File: config.mk
export PLATFORM = sky130hd
export DESIGN_NAME = iir_lowpass_mc_flat
export DESIGN_NICKNAME = d
export VERILOG_FILES = /design/src/rtl/iir_lowpass_mc_if.sv /design/src/rtl/iir_lowpass_mc.sv /design/src/flat_wrapper.sv
export SDC_FILE = /design/constraint.sdc
export NUM_CORES = 1
export LEC_CHECK = 0
export CAP_MARGIN = 20
export CORE_AREA = 2 2 133 135
export CTS_BUF_LIST = sky130_fd_sc_hd__clkbuf_4 sky130_fd_sc_hd__clkbuf_8
export CTS_CLUSTER_DIAMETER = 40
export DETAILED_ROUTE_END_ITERATION = 8
export DIE_AREA = 0 0 135 137
export GPL_TIMING_DRIVEN = 0
export PLACE_DENSITY = 0.67
export SKIP_CTS_REPAIR_TIMING = 1
export SYNTH_ARGS = -nofsm -noshare
export SYNTH_HDL_FRONTEND = slang
export SYNTH_SLANG_ARGS = --single-unit
File: constraint.sdc
create_clock -name clk_i -period 10.35 [get_ports clk_i]
set_input_delay 1.035 -clock clk_i [delete_from_list [all_inputs] [get_ports clk_i]]
set_output_delay 1.035 -clock clk_i [all_outputs]
set_load 0.03 [all_outputs]
File: src/rtl/iir_lowpass_mc_if.sv
// Sample-path handshake bundle for the multichannel IIR low-pass filter.
// The master side feeds samples and consumes filtered results.
interface iir_lowpass_mc_if #(
    parameter int WIDTH    = 16,
    parameter int CHANNELS = 4
);
    localparam int CW = (CHANNELS > 1) ? $clog2(CHANNELS) : 1;

    logic                    in_valid_i;
    logic                    in_ready_o;
    logic [CW-1:0]           in_chan_i;
    logic signed [WIDTH-1:0] data_i;
    logic [1:0]              mode_i;
    logic                    clear_i;
    logic                    out_valid_o;
    logic                    out_ready_i;
    logic [CW-1:0]           out_chan_o;
    logic signed [WIDTH-1:0] data_o;
    logic                    sat_o;

    modport master (
        output in_valid_i, in_chan_i, data_i, mode_i, clear_i, out_ready_i,
        input  in_ready_o, out_valid_o, out_chan_o, data_o, sat_o
    );

    modport slave (
        input  in_valid_i, in_chan_i, data_i, mode_i, clear_i, out_ready_i,
        output in_ready_o, out_valid_o, out_chan_o, data_o, sat_o
    );
endinterface

File: src/rtl/iir_lowpass_mc.sv
// First-order IIR y += (x - y) >>> SHIFT, time-multiplexed over CHANNELS,
// with bypass/low-pass/high-pass output select and saturation.
module iir_lowpass_mc #(
    parameter int WIDTH    = 16,
    parameter int CHANNELS = 4,
    parameter int SHIFT    = 2,
    parameter int FRAC     = 2
) (
    input logic            clk_i,
    input logic            reset_i,
    iir_lowpass_mc_if.slave bus
);
    localparam int CW = (CHANNELS > 1) ? $clog2(CHANNELS) : 1;
    localparam int AW = WIDTH + FRAC + 1;
    localparam logic [CW:0] CH_N = (CW + 1)'(CHANNELS);
    localparam logic signed [WIDTH-1:0] S_MAX = {1'b0, {(WIDTH-1){1'b1}}};
    localparam logic signed [WIDTH-1:0] S_MIN = {1'b1, {(WIDTH-1){1'b0}}};

    logic signed [AW-1:0]    acc_q [CHANNELS];
    logic                    out_valid_q;
    logic [CW-1:0]           out_chan_q;
    logic signed [WIDTH-1:0] data_q;
    logic                    sat_q;

    logic                    in_ready;
    logic                    fire;
    logic                    chan_ok;
    logic                    take;
    logic signed [AW-1:0]    acc_cur;
    logic signed [AW:0]      xs;
    logic signed [AW:0]      diff;
    logic signed [AW-1:0]    acc_nxt;
    logic signed [WIDTH:0]   lp;
    logic signed [WIDTH:0]   hp;
    logic signed [WIDTH:0]   res;
    logic signed [WIDTH-1:0] res_sat;
    logic                    res_clip;

    assign in_ready = ~out_valid_q | bus.out_ready_i;
    assign fire     = bus.in_valid_i & in_ready;
    assign chan_ok  = {1'b0, bus.in_chan_i} < CH_N;
    assign take     = fire & chan_ok;

    always_comb begin
        acc_cur = '0;
        // A same-cycle clear makes this sample start from a zero state.
        if (chan_ok && !bus.clear_i)
            acc_cur = acc_q[bus.in_chan_i];
        xs      = (AW + 1)'(bus.data_i) <<< FRAC;
        diff    = xs - (AW + 1)'(acc_cur);
        acc_nxt = acc_cur + AW'(diff >>> SHIFT);
        lp      = acc_nxt[AW-1:FRAC];
        hp      = (WIDTH + 1)'(bus.data_i) - lp;
        case (bus.mode_i)
            2'd1:    res = lp;
            2'd2:    res = hp;
            default: res = (WIDTH + 1)'(bus.data_i);
        endcase
        res_clip = res[WIDTH] != res[WIDTH-1];
        res_sat  = res[WIDTH-1:0];
        if (res_clip)
            res_sat = res[WIDTH] ? S_MIN : S_MAX;
    end

    always_ff @(posedge clk_i or posedge reset_i) begin
        if (reset_i) begin
            for (int c = 0; c < CHANNELS; c++)
                acc_q[c] <= '0;
        end else begin
            for (int c = 0; c < CHANNELS; c++) begin
                if (take && bus.in_chan_i == CW'(c))
                    acc_q[c] <= acc_nxt;
                else if (bus.clear_i)
                    acc_q[c] <= '0;
            end
        end
    end

    always_ff @(posedge clk_i or posedge reset_i) begin
        if (reset_i) begin
            out_valid_q <= 1'b0;
            out_chan_q  <= '0;
            data_q      <= '0;
            sat_q       <= 1'b0;
        end else if (take) begin
            out_valid_q <= 1'b1;
            out_chan_q  <= bus.in_chan_i;
            data_q      <= res_sat;
            sat_q       <= res_clip;
        end else if (bus.out_ready_i) begin
            out_valid_q <= 1'b0;
        end
    end

    assign bus.in_ready_o  = in_ready;
    assign bus.out_valid_o = out_valid_q;
    assign bus.out_chan_o  = out_chan_q;
    assign bus.data_o      = data_q;
    assign bus.sat_o       = sat_q;
endmodule

File: src/flat_wrapper.sv
// flat-port wrapper written by rule: the top's interface ports become plain ports
module iir_lowpass_mc_flat 
#(
    parameter int WIDTH    = 16,
    parameter int CHANNELS = 4,
    parameter int SHIFT    = 2,
    parameter int FRAC     = 2
)
  (clk_i, reset_i, bus_in_valid_i, bus_in_chan_i, bus_data_i, bus_mode_i, bus_clear_i, bus_out_ready_i, bus_in_ready_o, bus_out_valid_o, bus_out_chan_o, bus_data_o, bus_sat_o);
  iir_lowpass_mc_if #(.WIDTH(WIDTH), .CHANNELS(CHANNELS)) bus_i ();
  input logic clk_i;
  input logic reset_i;
  input wire logic [$bits(bus_i.in_valid_i)-1:0] bus_in_valid_i;
  input wire logic [$bits(bus_i.in_chan_i)-1:0] bus_in_chan_i;
  input wire logic [$bits(bus_i.data_i)-1:0] bus_data_i;
  input wire logic [$bits(bus_i.mode_i)-1:0] bus_mode_i;
  input wire logic [$bits(bus_i.clear_i)-1:0] bus_clear_i;
  input wire logic [$bits(bus_i.out_ready_i)-1:0] bus_out_ready_i;
  output wire logic [$bits(bus_i.in_ready_o)-1:0] bus_in_ready_o;
  output wire logic [$bits(bus_i.out_valid_o)-1:0] bus_out_valid_o;
  output wire logic [$bits(bus_i.out_chan_o)-1:0] bus_out_chan_o;
  output wire logic [$bits(bus_i.data_o)-1:0] bus_data_o;
  output wire logic [$bits(bus_i.sat_o)-1:0] bus_sat_o;
  assign bus_i.in_valid_i = bus_in_valid_i;
  assign bus_i.in_chan_i = bus_in_chan_i;
  assign bus_i.data_i = bus_data_i;
  assign bus_i.mode_i = bus_mode_i;
  assign bus_i.clear_i = bus_clear_i;
  assign bus_i.out_ready_i = bus_out_ready_i;
  assign bus_in_ready_o = bus_i.in_ready_o;
  assign bus_out_valid_o = bus_i.out_valid_o;
  assign bus_out_chan_o = bus_i.out_chan_o;
  assign bus_data_o = bus_i.data_o;
  assign bus_sat_o = bus_i.sat_o;
  iir_lowpass_mc #(.WIDTH(WIDTH), .CHANNELS(CHANNELS), .SHIFT(SHIFT), .FRAC(FRAC)) u_core (.clk_i(clk_i), .reset_i(reset_i), .bus(bus_i));
endmodule
; Word-level counts from Yosys, hierarchy flattened
; Cells that the tools add are included.
[op_classes]
addsub = 3
order_cmp = 1
n_eq_ne = 6
mux = 14
bitwise = 4
n_reduce_logical = 10
[op_table]
columns = cell, count
row1 = $mux 19, 8
row2 = $bmux 19 s2, 1
row3 = $pmux 17 s2, 1
row4 = $mux 16, 2
row5 = $sub 18x19->20, 1
row6 = $add 19x18->19, 1
row7 = $sub 16x17->17, 1
row8 = $reduce_bool 2->1, 5
row9 = $eq 2x2->1 const B, 3
row10 = $eq 2x1->1 const B, 2
row11 = $logic_and 1x1->1, 4
row12 = $ge 3x3->1 const B, 1
row13 = $not 2->3, 1
row14 = $logic_not 2->1, 1
row15 = $mux 1, 2
row16 = $and 1x1->1, 1
row17 = $ne 1x1->1, 1
row18 = $not 1->1, 1
row19 = $or 1x1->1, 1
[word_totals]
reg_bits = 96
in_bits = 25

; Depth between registers and ports, before layout
; Gate-level depths: netlist of run 1.
[depth]
ltp_word = 11
ltp_mapped = 35
depth_no_buf = 32

; Worst setup path after synthesis of run 1
; No wires, ideal clock.
[synth_path]
path_kind = input -> register
from = input bus_in_chan_i[1]
to = register u_core.data_q[8], in the netlist u_core.bus.data_o[8]
setup_ns = 0.119
arrival_time_ns = 7.619
setup_slack_ns = 2.612
stages = 34
cell_sequence = buf_2 buf_1 clkbuf_1 a211oi_1 a211o_1 ha_1 o21ai_0 nor2_1 o21a_1 o21a_1 o21a_1 o21a_1 nor2_1 xnor2_1 ha_1 o21ai_1 a21o_1 nand2b_1 a21oi_1 xnor2_1 ha_1 or2_2 a21oi_1 a21oi_1 maj3_2 maj3_1 o2bb2ai_1 a21oi_1 o21a_1 o32ai_2 a211oi_2 buf_6 o21ai_0 o21a_1
[synth_between]
elab_chain_len = 11
word_cells_on_any_way = 12
cone_classes = add/sub: 3 / eq/ne: 1 / mux: 7 / bitwise: 1
[synth_rtl]
columns = item, line
row1 = start: declaration, flat_wrapper.sv:14  ; input wire logic [$bits(bus_i.in_chan_i)-1:0] bus_in_chan_i;
row2 = $not 2->3 (implied by the code) *, iir_lowpass_mc.sv:48  ; acc_cur = acc_q[bus.in_chan_i];
row3 = $bmux 19 s2 *, iir_lowpass_mc.sv:48
row4 = $mux 19 (implied by the code) * (2 in series), iir_lowpass_mc.sv:48
row5 = $mux 19 *, iir_lowpass_mc.sv:47  ; if (chan_ok && !bus.clear_i)
row6 = $sub 18x19->20, iir_lowpass_mc.sv:50  ; diff = xs - (AW + 1)'(acc_cur);
row7 = $add 19x18->19 *, iir_lowpass_mc.sv:51  ; acc_nxt = acc_cur + AW'(diff >>> SHIFT);
row8 = $sub 16x17->17, iir_lowpass_mc.sv:53  ; hp = (WIDTH + 1)'(bus.data_i) - lp;
row9 = $pmux 17 s2 *, iir_lowpass_mc.sv:54  ; case (bus.mode_i)
row10 = $mux 16 / $ne 1x1->1 (equally long branches), "iir_lowpass_mc.sv:62, iir_lowpass_mc.sv:59"
row11 = $mux 16 *, iir_lowpass_mc.sv:61  ; if (res_clip)
row12 = end signal: assignment, iir_lowpass_mc.sv:88  ; data_q <= res_sat;
row13 = end: declaration, iir_lowpass_mc.sv:22  ; logic signed [WIDTH-1:0] data_q;
; Every way passes the cells marked *; elsewhere a longest branch is shown, timed or not. The select of a mux whose other input is x is not followed.
; A chain may end at the register's enable or synchronous reset.

; Final worst setup path of run 1
[layout_path]
from = input bus_in_chan_i[1]
to = register u_core.data_q[10], in the netlist u_core.bus.data_o[10]
; The elaborated chain is that of the path after synthesis.

==> results of run 1 <==
-- critical path: cells and delay by family --
family / cells / cell delay, ps
xor gates and xnor gates: 2 / 750
AOI/OAI and AO/OA: 17 / 3560
buffers and inverters: 6 / 2040
adders and majority gates: 2 / 590
and+or+nand+nor: 6 / 1130
-- per-stage QoR --
step	hold WS, ps	cell area, um^2
after global routing	531	8520
final	496	8520
after global placement	462	8290
after detailed placement	463	8320
after CTS	496	8520
after floorplan	470	7570
-- final cells by class --
type,instances,area share
Sequential cell,96,0.282
Timing Repair Buffer,45,0.0549
Multi-Input combinational cell,656,0.562
Buffer,56,0.0275
Clock buffer,9,0.0145
Clock inverter,7,0.00852
Tap cell,225,0.0330
Inverter,40,0.0179
-- state kept, by name, summed over array words and instances, names as in the netlist --
name,flops
u_core.acc_q,76
u_core.bus.data_o,16
u_core.bus.out_chan_o,2
u_core.bus.out_valid_o,1
u_core.bus.sat_o,1
-- synth_stat cells, types with 20 or more instances --
master,n
mux2i_1,21
dfrtp_1,96
xnor2_1,28
nand2_1,42
nor2b_1,23
nor2_1,45
o21a_1,26
a211oi_1,21
ha_1,47
a211o_1,20
nand3b_1,77
clkbuf_1,42
a21oi_1,39
o21ai_0,101
inv_1,38
-- how the worst max path moves through the flow --
stage | endpoint | cells past startpoint | slack [ps] | startpoint
after floorplan | u_core.bus.data_o[8]$_DFFE_PP0P_ | 34 | 2610 | bus_in_chan_i[1]
after global placement | u_core.bus.data_o[11]$_DFFE_PP0P_ | 33 | 1130 | bus_in_chan_i[1]
after detailed placement | u_core.bus.data_o[11]$_DFFE_PP0P_ | 33 | 1160 | bus_in_chan_i[1]
after CTS | u_core.bus.data_o[11]$_DFFE_PP0P_ | 33 | 1560 | bus_in_chan_i[1]
after global routing | u_core.bus.data_o[10]$_DFFE_PP0P_ | 34 | 960 | bus_in_chan_i[1]
final | u_core.bus.data_o[10]$_DFFE_PP0P_ | 33 | 1530 | bus_in_chan_i[1]
-- power by group through the flow --
stage               Sequential, uW  Clock, uW  Combinational [uW]
global placement               460          0                 802
floorplan                      496          0                 569
CTS                            454        268                 815
global route                   459        284                 900
finish                         454        265                 820
detailed placement             460          0                 809
-- cell families (layout without fill, tap and decap cells) --
kind of cell    after synthesis  count (layout)
compound gates              288             288
simple gates                246             246
flops                        96              96
buf+inv                      96             157
fa+ha+maj                    52              52
xor+xnor                     42              42
mux                          28              28
-- routing by layer --
metal / GRT usage / share of wire / up-vias
met4: 0.0596 / 0.017 / 0
li1: - / - / 3206
met1: 0.333 / 0.49 / 3162
met3: 0.0352 / 0.042 / 21
met2: 0.372 / 0.46 / 138
met5: 0 / 0 / -
==> results.json, run 1 <==
{
  "vias": 6527,
  "layout.nets": 978,
  "finalSetupTns_ps": 0,
  "hold_depth": 2,
  "cap_violations": 0,
  "r2r_slack_ps": 2940,
  "startpoint_type": "primary input",
  "hold-path-endpoint": "u_core.bus.out_chan_o[1]$_DFFE_PP0P_",
  "synth-xor-area-share": 0.0532,
  "synth_seq_cells": 96,
  "pwr-share-seq": 0.295,
  "syn_area_mm2": 0.00757,
  "seqCellArea_mm2": 0.00240,
  "finalHoldViolCount": 0,
  "swShare": 0.442,
  "grt_max_degree": 69,
  "internal-power_uw": 859,
  "wirelength_mm": 20.8,
  "p_total_uw": 1540,
  "synthAdderAreaFrac": 0.0871,
  "final_max_slew_viol_count": 0,
  "critPathMaxFanout": 10,
  "path_clk_slew_ps": 110,
  "post-route-util": 0.499,
  "multi_input_area_mm2": 0.00478,
  "cp_slowest_stage_delay_ps": 670,
  "start_util": 0.444,
  "place.gp.congestion": 0.823,
  "worst-r2r-cell-count": 31,
  "overflow": 0,
  "clockBufferDepth": 2,
  "timing.fmax_mhz": 113,
  "grt_pass1_wl_mm": 33.5,
  "finalCriticalPeriod_ps": 8820,
  "synthMuxAreaShare": 0.0450,
  "peakVddDrop_mv": 0.103,
  "setup_ws_ps": 1530,
  "ys_seq_area_frac": 0.317,
  "crit_path_top_delay_cell": "xor2_1",
  "numCtsBuffers": 9,
  "die_area_mm2": 0.0185,
  "clkPwrFrac": 0.172,
  "final_common_cell": "o21ai_0",
  "synthSimpleGateAreaFrac": 0.186,
  "drc": 0,
  "tightest_slew_ps": 841,
  "core_mm2": 0.0171,
  "final_layout_size_suffix_gt1_frac": 0.0627,
  "crit_arrival_ps": 9120,
  "required_ps": 10660,
  "synthCells": 848,
  "mappedNetlistNets": 922,
  "first_pass_iters": 5,
  "setup_viol": 0,
  "synth_ff_type": "dfrtp_1",
  "cpMostUsedCell": "o21a_1",
  "async_flop_share": 1.00,
  "slew_headroom": 0.437,
  "dp_slack_ps": 1160,
  "worstReg2RegStart": "u_core.acc_q[59]$_DFFE_PP0P_",
  "root_buffer": "clkbuf_8",
  "synth_top_area_frac": 0.317,
  "p_switching_uw": 680,
  "htreeDepth": 3,
  "rows": 48,
  "skew_ps": 17.9,
  "boundaryPins": 46,
  "synth.avg_cell_area_um2": 8.93,
  "synth_top_family_by_area": "compound AO/OA/AOI/OAI gates",
  "holdCritStartpoint": "u_core.bus.out_chan_o[1]$_DFFE_PP0P_",
  "place_inst": 1118,
  "rsz0062_at_grt": "false",
  "synth_cell_types": 74,
  "instances_no_fill": 1134,
  "leakagePower_uw": 0.00367,
  "portBuffers": 44,
  "status": "completed",
  "r2r_end": "u_core.bus.data_o[10]$_DFFE_PP0P_",
  "final_antenna_net_count": 0,
  "hold_path.class": "register to register",
  "ys_warn_count": 0,
  "antenna_found_initial": 0,
  "finalCritPeriodShare": 0.852,
  "diodes": 0,
  "fillers": 1678,
  "powerDensity_mw_per_mm2": 181,
  "dieWidth_um": 135,
  "drt_iter0_markers": 468,
  "dpl.hpwl_mm": 15.6,
  "cts.sinks": 96,
  "wire_per_inst_um": 18.4,
  "track_usage": 0.233,
  "clk_latency_ps": 410,
  "cts_tree": "built",
  "area_growth_pct": 12.5,
  "synth_compound_area_frac": 0.260,
  "final_cell_mix": "o21ai_0 (101), dfrtp_1 (96), nand3b_1 (77), ha_1 (47), nor2_1 (45)",
  "synth_area_leaders": "dfrtp_1 (32%), ha_1 (7.8%), nand3b_1 (7.6%), o21ai_0 (6.7%), xnor2_1 (3.2%)",
  "combPwrFrac": 0.533,
  "yosysTopAreaCell": "dfrtp_1",
  "vias_per_cell": 5.76,
  "grt_pass1_vias": 6288,
  "cp-end-kind": "register",
  "synth_edf_count": 0,
  "die_h_um": 137,
  "critPathKind": "primary input to register"
}
(Power assumes the default switching activity.)
==> inputs of run 2 (changes only) <==
Settings changed: GPL_TIMING_DRIVEN 0 to default, SETUP_SLACK_MARGIN from default to 0.2.
==> run 2 against run 1 <==
Power shrank 1.8%. Global-route usage shrank 2.1 points. Sequential power is essentially flat. Clock power is essentially flat. Count of clock-buffer cells in the layout grew 1. Clock skew shrank 7.3 ps. Design area shrank 2.2%. Maximum frequency grew 5.3%. Hold slack lost 17 ps. Die area is the same. Non-clock buffer count shrank 47. Critical path type unchanged. Largest power group unchanged. Highest routed layer unchanged.
==> results.json, run 2 (synthesized netlist as in run 1, its figures left out) <==
{
  "drt_iter0_markers": 502,
  "track_usage": 0.212,
  "skew_ps": 10.6,
  "finalCriticalPeriod_ps": 8370,
  "portBuffers": 45,
  "grt_pass1_vias": 6073,
  "final_layout_size_suffix_gt1_frac": 0.0708,
  "finalHoldViolCount": 0,
  "required_ps": 10630,
  "finalSetupTns_ps": 0,
  "antenna_found_initial": 1,
  "hold_depth": 2,
  "layout.nets": 931,
  "area_growth_pct": 10.0,
  "cts_tree": "built",
  "startpoint_type": "primary input",
  "boundaryPins": 46,
  "numCtsBuffers": 9,
  "place.gp.congestion": 0.922,
  "cts.sinks": 96,
  "overflow": 0,
  "root_buffer": "clkbuf_8",
  "dieWidth_um": 135,
  "final_max_slew_viol_count": 0,
  "grt_util_met2": 0.329,
  "crit_path_top_delay_cell": "clkdlybuf4s50_1",
  "final_cell_mix": "o21ai_0 (101), dfrtp_1 (96), nand3b_1 (77), ha_1 (47), nor2_1 (45)",
  "crit_arrival_ps": 8650,
  "slew_headroom": 0.355,
  "leakagePower_uw": 0.00362,
  "worstReg2RegStart": "u_core.acc_q[59]$_DFFE_PP0P_",
  "final_antenna_net_count": 0,
  "grt_busiest_layer": "met2",
  "worst-r2r-cell-count": 31,
  "largest-register": "u_core.acc_q",
  "diodes": 0,
  "tightest_slew_ps": 940,
  "instances_no_fill": 1087,
  "htreeDepth": 3,
  "critPathKind": "primary input to register",
  "r2r_slack_ps": 2980,
  "status": "completed",
  "clk_latency_ps": 390,
  "peakVddDrop_mv": 0.121,
  "core_mm2": 0.0171,
  "path_clk_slew_ps": 100,
  "grt_pass1_wl_mm": 31.2,
  "grt_max_degree": 63,
  "vias_per_cell": 5.78,
  "cpMostUsedCell": "o21a_1",
  "cap_violations": 0,
  "die_h_um": 137,
  "first_pass_iters": 5,
  "start_util": 0.444,
  "final_common_cell": "o21ai_0",
  "finalCritPeriodShare": 0.809,
  "holdCritStartpoint": "u_core.bus.data_o[15]$_DFFE_PP0P_",
  "die_area_mm2": 0.0185,
  "drc": 0,
  "rsz0062_at_grt": "false",
  "critPathMaxFanout": 16,
  "wirelength_mm": 18.9,
  "grtUsageMet1": 0.313,
  "hold-path-endpoint": "u_core.bus.data_o[15]$_DFFE_PP0P_",
  "crit_family": "compound AO/OA/AOI/OAI gates",
  "wire_per_inst_um": 17.3,
  "dpl.hpwl_mm": 13.5,
  "setup_viol": 0,
  "powerDensity_mw_per_mm2": 181,
  "setup_ws_ps": 1980,
  "worst-path-buf-inv": 1,
  "dp_slack_ps": 1580,
  "cp-end-kind": "register",
  "use_met3": 0.0207,
  "vias": 6281,
  "rows": 48,
  "largest_reg_flops": 76,
  "timing.fmax_mhz": 119,
  "place_inst": 1071,
  "cp_slowest_stage_delay_ps": 800,
  "r2r_end": "u_core.bus.data_o[13]$_DFFE_PP0P_",
  "clockBufferDepth": 2,
  "hold_path.class": "register to register"
}
run 2: cell count changes in the layout (fill, tap and decap cells not counted), sizes merged:
cell           previous run  this run
clkbuf                   51        10
buf                      15        11
inv                      43        40
clkinv                    3         5
bufinv                    0         1
clkdlybuf4s50            44        43
clkinvlp                  1         0
run 2: worst max path at each step:
stage / from / endpoint / slack [ps] / depth (start not counted)
after floorplan: bus_in_chan_i[1] / u_core.bus.data_o[8]$_DFFE_PP0P_ / 2610 / 34
after global placement: bus_in_chan_i[0] / u_core.bus.data_o[2]$_DFFE_PP0P_ / 1680 / 31
after detailed placement: bus_in_chan_i[0] / u_core.bus.data_o[13]$_DFFE_PP0P_ / 1580 / 31
after CTS: bus_in_chan_i[0] / u_core.bus.data_o[13]$_DFFE_PP0P_ / 1990 / 31
after global routing: bus_in_chan_i[0] / u_core.bus.data_o[7]$_DFFE_PP0P_ / 1350 / 31
final: bus_in_chan_i[0] / u_core.bus.data_o[13]$_DFFE_PP0P_ / 1980 / 31
run 2: worst reg2reg max path: cells and delay by family (launching register included):
family / cells / cell delay (ps)
AOI/OAI and AO/OA: 19 / 3860
xor gates and xnor gates: 2 / 550
adders and majority gates: 5 / 1750
DFF: 1 / 350
and+or+nand+nor: 5 / 740
run 2: report_power, final:
part,switching (uW),total [uW],internal (uW)
logic,465,792,327
registers,28.1,454,426
clock network,148,264,116
run 2: final cells by class:
| cell class | instances | area [um^2] |
|---|---|---|
| clock inverter | 6 | 66.3 |
| inverter | 40 | 153 |
| tap | 225 | 282 |
| fill | 1650 | 8730 |
| timing repair buffer | 54 | 508 |
| multi-input combinational | 656 | 4790 |
| clock buffer | 10 | 131 |
| sequential | 96 | 2400 |
run 2: layer usage:
layer,part of all wire,vias to the layer above
met3,0.045,18
li1,-,3116
met4,0.016,0
met2,0.43,153
met5,0,-
met1,0.51,2994
run 2: through the flow:
step | cell area [um^2] | power [uW] | hold slack [ps] | utilization
finish | 8330 | 1510 | 479 | 0.488
global placement | 8130 | 1240 | 457 | 0.477
CTS | 8330 | 1510 | 479 | 0.488
floorplan | 7570 | 1070 | 470 | -
detailed placement | 8130 | 1240 | 458 | 0.477
global route | 8330 | 1620 | 502 | 0.488
==> inputs of run 3 (changes only) <==
Clock period 10.35 ns to 7.9 ns, I/O delays scaled along.
==> run 3 against run 2 <==
Count of clock-buffer cells in the layout down 1. Critical endpoint is now u_core.bus.data_o[1]$_DFFE_PP0P_. Sequential share of layout area fell by 0.93 points. Sequential power increased by 31%. Clock skew increased by 4.1 ps. First-iteration DRC count decreased by 36%. Global-route usage down 0.28 points. Design area is 3.3% higher.
==> results.json, run 3 (synthesized netlist as in run 1, its figures left out) <==
{
  "status": "completed",
  "final_layout_size_suffix_gt1_frac": 0.0971,
  "largest_reg_flops": 76,
  "placed_area_mm2": 0.00830,
  "finalCriticalPeriod_ps": 7340,
  "vias_per_cell": 5.76,
  "antenna_found_initial": 0,
  "diodes": 0,
  "holdCritStartpoint": "u_core.bus.data_o[15]$_DFFE_PP0P_",
  "rsz0062_at_grt": "false",
  "first_pass_iters": 7,
  "critPathKind": "primary input to register",
  "instances_no_fill": 1111,
  "wire_per_inst_um": 17.3,
  "crit_arrival_ps": 7670,
  "hold_path.class": "register to register",
  "finalCritPeriodShare": 0.928,
  "area_growth_pct": 13.7,
  "rows": 48,
  "required_ps": 8230,
  "wirelength_mm": 19.2,
  "grt_pass1_vias": 6106,
  "skew_ps": 14.8,
  "cts.sinks": 96,
  "crit_path_start": "bus_in_chan_i[0]",
  "drc": 0,
  "boundaryPins": 46,
  "place.gp.congestion": 0.880,
  "die_h_um": 137,
  "critPathMaxFanout": 16,
  "vias": 6399,
  "powerDensity_mw_per_mm2": 243,
  "leakagePower_uw": 0.00375,
  "layout.nets": 955,
  "finalSetupTns_ps": 0,
  "startpoint_type": "primary input",
  "largest-register": "u_core.acc_q",
  "clk_latency_ps": 400,
  "cts_tree": "built",
  "root_buffer": "clkbuf_8",
  "grt_pass1_wl_mm": 30.8,
  "cp-end-kind": "register",
  "start_util": 0.444,
  "finalHoldViolCount": 0,
  "final_cell_mix": "o21ai_0 (100), dfrtp_1 (96), nand3b_1 (77), ha_1 (47), nor2_1 (45)",
  "dieWidth_um": 135,
  "die_area_mm2": 0.0185,
  "setup_ws_ps": 565,
  "use_met3": 0.0304,
  "clockBufferDepth": 2,
  "cap_violations": 0,
  "setup_viol": 0,
  "htreeDepth": 3,
  "place_inst": 1092,
  "tightest_slew_ps": 761,
  "post-route-util": 0.505,
  "drt_iter0_markers": 322,
  "fin_area_mm2": 0.00861,
  "slew_headroom": 0.493,
  "track_usage": 0.209,
  "numCtsBuffers": 9,
  "core_mm2": 0.0171,
  "final_antenna_net_count": 0,
  "worstReg2RegStart": "u_core.acc_q[59]$_DFFE_PP0P_",
  "grt_util_met2": 0.340,
  "grt_max_degree": 62,
  "path_clk_slew_ps": 110,
  "grt_busiest_layer": "met2",
  "final_common_cell": "o21ai_0",
  "final_max_slew_viol_count": 0,
  "peakVddDrop_mv": 0.160,
  "cp_slowest_stage_delay_ps": 590,
  "timing.fmax_mhz": 136,
  "portBuffers": 45,
  "dpl.hpwl_mm": 13.8,
  "crit_path_top_delay_cell": "clkdlybuf4s50_1",
  "cpMostUsedCell": "a21oi_1",
  "dp_slack_ps": -163,
  "grtUsageMet1": 0.284,
  "overflow": 0
}
==> run 3: cell types whose count changed in the layout (fill, tap and decap cells not counted), sizes merged <==
cell,previous run,this run
buf,11,34
clkinv,5,3
inv,40,42
a41oi,2,3
clkbuf,10,9
clkinvlp,0,1
==> run 3: power breakdown <==
group	leakage, uW	total (uW)	switching (uW)	internal, uW
combinational	0.00237	1140	650	490
clock	0.000104	353	200	154
sequential	0.00127	595	36.8	558
==> run 3: path summary, 6_finish.rpt <==
kind | end | slack, ps | cells past startpoint
worst max register to register | u_core.bus.data_o[1]$_DFFE_PP0P_ | 1100 | 32
worst max-delay path | u_core.bus.data_o[1]$_DFFE_PP0P_ | 560 | 33
max in group asynchronous | u_core.acc_q[25]$_DFFE_PP0P_ | 6010 | 3
min in group asynchronous | u_core.acc_q[37]$_DFFE_PP0P_ | 770 | 2
worst min register to register | u_core.bus.data_o[15]$_DFFE_PP0P_ | 480 | 2
worst min-delay path | u_core.bus.data_o[15]$_DFFE_PP0P_ | 480 | 2
==> run 3: layout make-up <==
cell class | count | area (um^2)
clock buffers | 9 | 124
flip-flops and latches | 96 | 2400
well taps | 225 | 282
inverters | 40 | 153
repair buffers | 77 | 706
clock inverters | 7 | 86.3
fillers | 1628 | 8450
multi-input cells | 657 | 4850
==> run 3: critical path, delay by kind of cell <==
kind	cells	cell delay, ps
AO/OA/AOI/OAI	18	3270
adder cells (fa/ha/maj)	5	1620
buffers and inverters	3	940
AND/OR/NAND/NOR	5	710
XOR/XNOR	2	310
==> run 3: through the flow <==
step                power, uW  hold slack, ps
floorplan                1400             470
global placement         1690             463
detailed placement       1700             459
CTS                      2060             492
global route             2230             505
finish                   2090             484
==> run 3: routing by layer <==
metal | wire length, um | share of wire
met5 | 0 | 0
met1 | 9150 | 0.48
met3 | 697 | 0.036
met4 | 527 | 0.027
met2 | 8830 | 0.46
